### src/rtl/crc_engine.sv
// Streaming CRC generator/checker: folds a framed byte stream DATA_WIDTH bits per cycle
// into a parametrised CRC and returns the result, residue flag and byte count on a handshake port.
module crc_engine #(
   parameter int          CRC_WIDTH   = 32,
   parameter int          DATA_WIDTH  = 32,
   parameter logic [31:0] POLYNOMIAL  = 32'h04C11DB7,
   parameter logic [31:0] SEED        = 32'hFFFFFFFF,
   parameter bit          REFLECT_IN  = 1'b1,
   parameter bit          REFLECT_OUT = 1'b1,
   parameter logic [31:0] XOR_OUT     = 32'hFFFFFFFF,
   parameter logic [31:0] RESIDUE     = 32'hC704DD7B,
   localparam int         NUM_LANES   = DATA_WIDTH / 8,
   localparam int         BYTES_W     = $clog2(NUM_LANES) + 1
) (
   input  logic                  clk,
   input  logic                  reset_n,
   input  logic                  in_valid,
   output logic                  in_ready,
   input  logic [DATA_WIDTH-1:0] in_data,
   input  logic                  in_sop,
   input  logic                  in_eop,
   input  logic [BYTES_W-1:0]    in_bytes,
   output logic                  crc_valid,
   input  logic                  crc_ready,
   output logic [CRC_WIDTH-1:0]  crc_out,
   output logic                  crc_ok,
   output logic [15:0]           frame_bytes,
   output logic                  sop_err
);

   typedef enum logic [1:0] {
      IDLE,
      BUSY,
      RESULT
   } state_t;

   localparam logic [CRC_WIDTH-1:0] POLY_C    = POLYNOMIAL[CRC_WIDTH-1:0];
   localparam logic [CRC_WIDTH-1:0] SEED_C    = SEED[CRC_WIDTH-1:0];
   localparam logic [CRC_WIDTH-1:0] XOR_C     = XOR_OUT[CRC_WIDTH-1:0];
   localparam logic [CRC_WIDTH-1:0] RESIDUE_C = RESIDUE[CRC_WIDTH-1:0];
   localparam logic [BYTES_W-1:0]   FULL_C    = BYTES_W'(NUM_LANES);

   state_t                 state;
   logic [CRC_WIDTH-1:0]   crc_reg;
   logic [15:0]            byte_cnt;

   logic                   accept;
   logic [BYTES_W-1:0]     lanes_used;
   logic [CRC_WIDTH-1:0]   crc_next;
   logic [16:0]            cnt_sum;
   logic [15:0]            cnt_next;

   // One byte, shifted MSB-first through the register (after optional input reflection).
   function automatic logic [CRC_WIDTH-1:0] fold_byte(input logic [CRC_WIDTH-1:0] crc,
                                                     input logic [7:0] data);
      logic [CRC_WIDTH-1:0] r;
      logic [7:0]           d;
      logic                 fb;
      r = crc;
      for (int i = 0; i < 8; i++) begin
         d[i] = REFLECT_IN ? data[7-i] : data[i];
      end
      for (int i = 7; i >= 0; i--) begin
         fb = r[CRC_WIDTH-1] ^ d[i];
         r  = {r[CRC_WIDTH-2:0], 1'b0};
         if (fb) begin
            r = r ^ POLY_C;
         end
      end
      return r;
   endfunction

   function automatic logic [CRC_WIDTH-1:0] finalize(input logic [CRC_WIDTH-1:0] crc);
      logic [CRC_WIDTH-1:0] r;
      for (int i = 0; i < CRC_WIDTH; i++) begin
         r[i] = REFLECT_OUT ? crc[CRC_WIDTH-1-i] : crc[i];
      end
      return r ^ XOR_C;
   endfunction

   assign accept = in_valid & in_ready;

   // A short eop word only contributes its first in_bytes lanes; 0 or oversize means full.
   always_comb begin
      lanes_used = FULL_C;
      if (in_eop && (in_bytes != '0) && (in_bytes < FULL_C)) begin
         lanes_used = in_bytes;
      end
   end

   always_comb begin
      crc_next = in_sop ? SEED_C : crc_reg;
      for (int lane = 0; lane < NUM_LANES; lane++) begin
         if (lane < int'(lanes_used)) begin
            crc_next = fold_byte(crc_next, in_data[8*lane +: 8]);
         end
      end
   end

   always_comb begin
      cnt_sum  = {1'b0, (in_sop ? 16'd0 : byte_cnt)} + 17'(lanes_used);
      cnt_next = cnt_sum[16] ? 16'hFFFF : cnt_sum[15:0];
   end

   always_ff @(posedge clk or negedge reset_n) begin
      if (!reset_n) begin
         state       <= IDLE;
         crc_reg     <= SEED_C;
         byte_cnt    <= 16'd0;
         in_ready    <= 1'b1;
         crc_valid   <= 1'b0;
         crc_out     <= '0;
         crc_ok      <= 1'b0;
         frame_bytes <= 16'd0;
         sop_err     <= 1'b0;
      end else begin
         sop_err <= 1'b0;
         case (state)
            IDLE: begin
               if (accept && in_sop) begin
                  crc_reg  <= crc_next;
                  byte_cnt <= cnt_next;
                  if (in_eop) begin
                     state       <= RESULT;
                     in_ready    <= 1'b0;
                     crc_valid   <= 1'b1;
                     crc_out     <= finalize(crc_next);
                     crc_ok      <= (crc_next == RESIDUE_C);
                     frame_bytes <= cnt_next;
                  end else begin
                     state <= BUSY;
                  end
               end
            end
            BUSY: begin
               if (accept) begin
                  crc_reg  <= crc_next;
                  byte_cnt <= cnt_next;
                  sop_err  <= in_sop;
                  if (in_eop) begin
                     state       <= RESULT;
                     in_ready    <= 1'b0;
                     crc_valid   <= 1'b1;
                     crc_out     <= finalize(crc_next);
                     crc_ok      <= (crc_next == RESIDUE_C);
                     frame_bytes <= cnt_next;
                  end
               end
            end
            RESULT: begin
               // Input stays held off for the transfer cycle itself.
               if (crc_ready) begin
                  state     <= IDLE;
                  in_ready  <= 1'b1;
                  crc_valid <= 1'b0;
               end
            end
            default: begin
               state    <= IDLE;
               in_ready <= 1'b1;
            end
         endcase
      end
   end

endmodule
### config.mk
export PLATFORM = sky130hd
export DESIGN_NAME = crc_engine
export DESIGN_NICKNAME = d
export VERILOG_FILES = /design/src/rtl/crc_engine.sv
export SDC_FILE = /design/constraint.sdc
export NUM_CORES = 1
export LEC_CHECK = 0
export BUFFER_PORTS_ARGS = -buffer_cell sky130_fd_sc_hd__buf_2
export CORE_MARGIN = 1
export CORE_UTILIZATION = 40
export DETAILED_ROUTE_END_ITERATION = 10
export RECOVER_POWER = 50
export SYNTH_ARGS = -nofsm -noshare
export SYNTH_HDL_FRONTEND = slang
export SYNTH_SLANG_ARGS = --single-unit
### constraint.sdc
create_clock -name clk -period 6.2 [get_ports clk]
set_input_delay 1.24 -clock clk [delete_from_list [all_inputs] [get_ports clk]]
set_output_delay 1.24 -clock clk [all_outputs]
set_load 0.02 [all_outputs]
==> flow_summary.ini <==
[floorplan]
dieArea_um2 = 26300
num_rows = 58
die_h_um = 162
die_x_um = 162
core_area_um2 = 25200
initial_utilization_pct = 40.8
io_pins = 93

[timing]
finalCriticalPeriod_ns = 5.94
final-hold-violation-count = 0
timing.fmax_mhz = 168
timing.slew.headroom_pct = -58.6
whs_ns = 0.466
finalCritPeriodShare_pct = 95.9
tightestPinTransition_ns = 2.38
rsz0062_at_grt = no
setup_viol = 0
finClkSkew_ns = 0.00988
maxSlewViolCount = 45

[critical_path]
crit_type = in2reg
cp_num_buf_inv = 1
r2r_slack_ns = 0.61
crit_top_cell = xnor3_1
crit_cells = 18
critPathMaxFanout = 6
critPathTopFamily = XOR/XNOR gates
reg2reg_from = crc_reg[29]
crit_path_end_kind = flip-flop
start_kind = input port
cpPeakStageDelay_ns = 0.50
crit_chain = buf_2 -> xnor2_1 -> or3_1 -> and2_1 -> xnor3_2 -> xnor3_1 -> a21bo_2 -> xnor3_1 -> xnor2_1 -> xnor3_1 -> mux2i_1 -> xnor2_2 -> xnor3_1 -> xnor2_1 -> mux2i_1 -> nand4_1 -> or3_1 -> o21ai_1
ff2ff_path_depth = 17
cp_slowest_cell = xnor3_2
cp.required_ns = 6.47
critical_path_arrival_ns = 6.22
timing.rr.end = crc_ok

[synth]
yosys-top-cells-count = xnor2_1, nand2_1, nor2_1
synth_top_area_share_pct = 16.8
synth-async-reset-ratio_pct = 100
ys_types = 74
syn_area_per_cell_um2 = 8.87
yosysTopAreaCell = dfrtp_1
synth_nets = 1205
yosysMostFrequentCell = xnor2_1
yosys_warnings = 0
synth_ff_type = dfrtp_1
synth_seq_cells = 102
netlist_instances = 1157
netlist_area_um2 = 10300
synth_edf_count = 0
ys_seq_area_share_pct = 25.3
ys_top_cells_by_area = dfrtp_1, xnor2_1, dfstp_2

[route]
viasPerCell = 5.25
vias = 8618
wl_per_cell_um = 19.5
final_antenna_net_count = 0
wl_mm = 32.0
drc = 0
drtIter0Drc = 609
first_pass_iters = 7

[placed_design]
dpl_cell_area_um2 = 11700
place_congestion = 1.00
placed_cells = 1626
port_buffers = 92
post-dp-hpwl_mm = 25.7

[hold_path]
whs_path_depth = 2
whs_endpoint = crc_reg[22]
hold_path_startpoint = crc_reg[22]
min_path_type = reg2reg

[clocking]
cts_made_buffers = 9
cts_setup_buffers = 0
htreeDepth = 3
clkLatencyLatePin_ns = 0.35
cts_root_buf = clkbuf_16
clk_path_buf_depth = 2
cts_num_sinks = 102
cts_tree = done
clkTransAtPathRegs_ns = 0.08

[finish]
drive_above_1_share_pct = 19.7
nets = 1355
final_cell_area_um2 = 12000
final_cells = 1643
syn_to_final_growth_pct = 16.5

[outcome]
violations = max-capacitance violations, max-slew violations
status = finished with violations

[grt]
gr-usage-all-layers_pct = 24.9
antenna_found_initial = 0
grt_pass1_wl_mm = 49.0
grt_start_max_net_pins = 70
gr-total-overflow = 0
first_global_vias = 8350

[flow_run]
max_cap_viol_count = 1
## cell type report
type | instances | area (um^2)
flip-flops and latches | 102 | 2590
repair buffers | 208 | 1280
clock inverters | 7 | 60.1
diodes | 1 | 2.50
inverters | 13 | 48.8
fillers | 2467 | 13200
well taps | 330 | 413
multi-input cells | 973 | 7340
clock buffers | 9 | 225
## what timing repair did
action,in CTS,in global routing
gates resized for setup,0,1
hold endpoints to repair,0,0
setup endpoints to repair,0,1
hold buffers,0,0
## stage by stage
step	TNS, ns	setup slack (ns)	util (%)
finish	0	0.256	47.5
global placement	-0.0147	-0.0147	46.6
detailed placement	-0.0633	-0.0633	46.6
CTS	0	0.278	47.7
global route	0	0.000719	47.5
floorplan	0	0.0347	-
## metal layers
layer / part of all wire, % / vias up / global-route usage (%)
met5: 0 / - / 0
li1: - / 4179 / -
met1: 45 / 4104 / 34.3
met3: 5.9 / 49 / 3.47
met4: 3.2 / 0 / 8.79
met2: 46 / 286 / 39.8
## worst reg2reg max path, stage by stage, from the launching register on
cell	delay, ns
dfstp_2	0.68
xnor2_1	0.26
nor2_1	0.23
xnor2_1	0.53
xnor2_2	0.20
xor3_1	0.47
xor2_1	0.16
o21ai_2	0.40
xor2_4	0.22
xnor3_1	0.32
mux2i_1	0.34
xnor2_2	0.20
xnor3_1	0.49
xnor2_1	0.14
mux2i_1	0.25
nand4_1	0.13
or3_1	0.35
o21ai_1	0.14
## placed cells by master, fill, tap and decap left out, drive strengths merged, types with 3 or more instances in the layout
| cell type | count |
|---|---|
| a2111oi | 3 |
| buf | 155 |
| mux2i | 41 |
| dfrtp | 69 |
| nor3 | 13 |
| and3 | 9 |
| nand3 | 20 |
| ha | 6 |
| inv | 18 |
| xnor3 | 39 |
| o31ai | 6 |
| a22oi | 5 |
| and2 | 13 |
| clkbuf | 62 |
| dfstp | 33 |
| nor2 | 92 |
| nand2b | 7 |
| xor2 | 80 |
| nand4 | 10 |
| or3 | 6 |
| nand2 | 181 |
| nor2b | 11 |
| a21oi | 56 |
| or2 | 5 |
| mux2 | 13 |
| o21ai | 92 |
| o22ai | 3 |
| xnor2 | 197 |
| nor4 | 3 |
| xor3 | 10 |
| a31oi | 6 |
| a211o | 4 |
| a21o | 6 |
| o21a | 7 |
| a211oi | 3 |
## logic make-up (layout without fill, tap and decap cells)
| family | count (synthesis) | in the layout | synth area share (%) |
|---|---|---|---|
| muxes | 54 | 54 | 5.55 |
| xor gates and xnor gates | 326 | 326 | 36.3 |
| buffers and inverters | 82 | 237 | 3.41 |
| DFF | 102 | 102 | 25.3 |
| other | 0 | 1 | 0 |
| AOI/OAI and AO/OA | 208 | 208 | 12.3 |
| adders and majority gates | 7 | 7 | 0.926 |
| and+or+nand+nor | 378 | 378 | 16.2 |
## worst max path at each step
stage                     from      to  slack, ns
floorplan           in_data[7]  crc_ok       0.03
global placement    in_data[1]  crc_ok      -0.01
detailed placement  in_data[1]  crc_ok      -0.06
CTS                 in_data[1]  crc_ok       0.28
global route            in_sop  crc_ok     0.0007
finish              in_data[1]  crc_ok       0.26
Power is left out: the tool's default activity adds up to more than one toggle a clock period on the data nets, which glitch-free logic cannot reach.
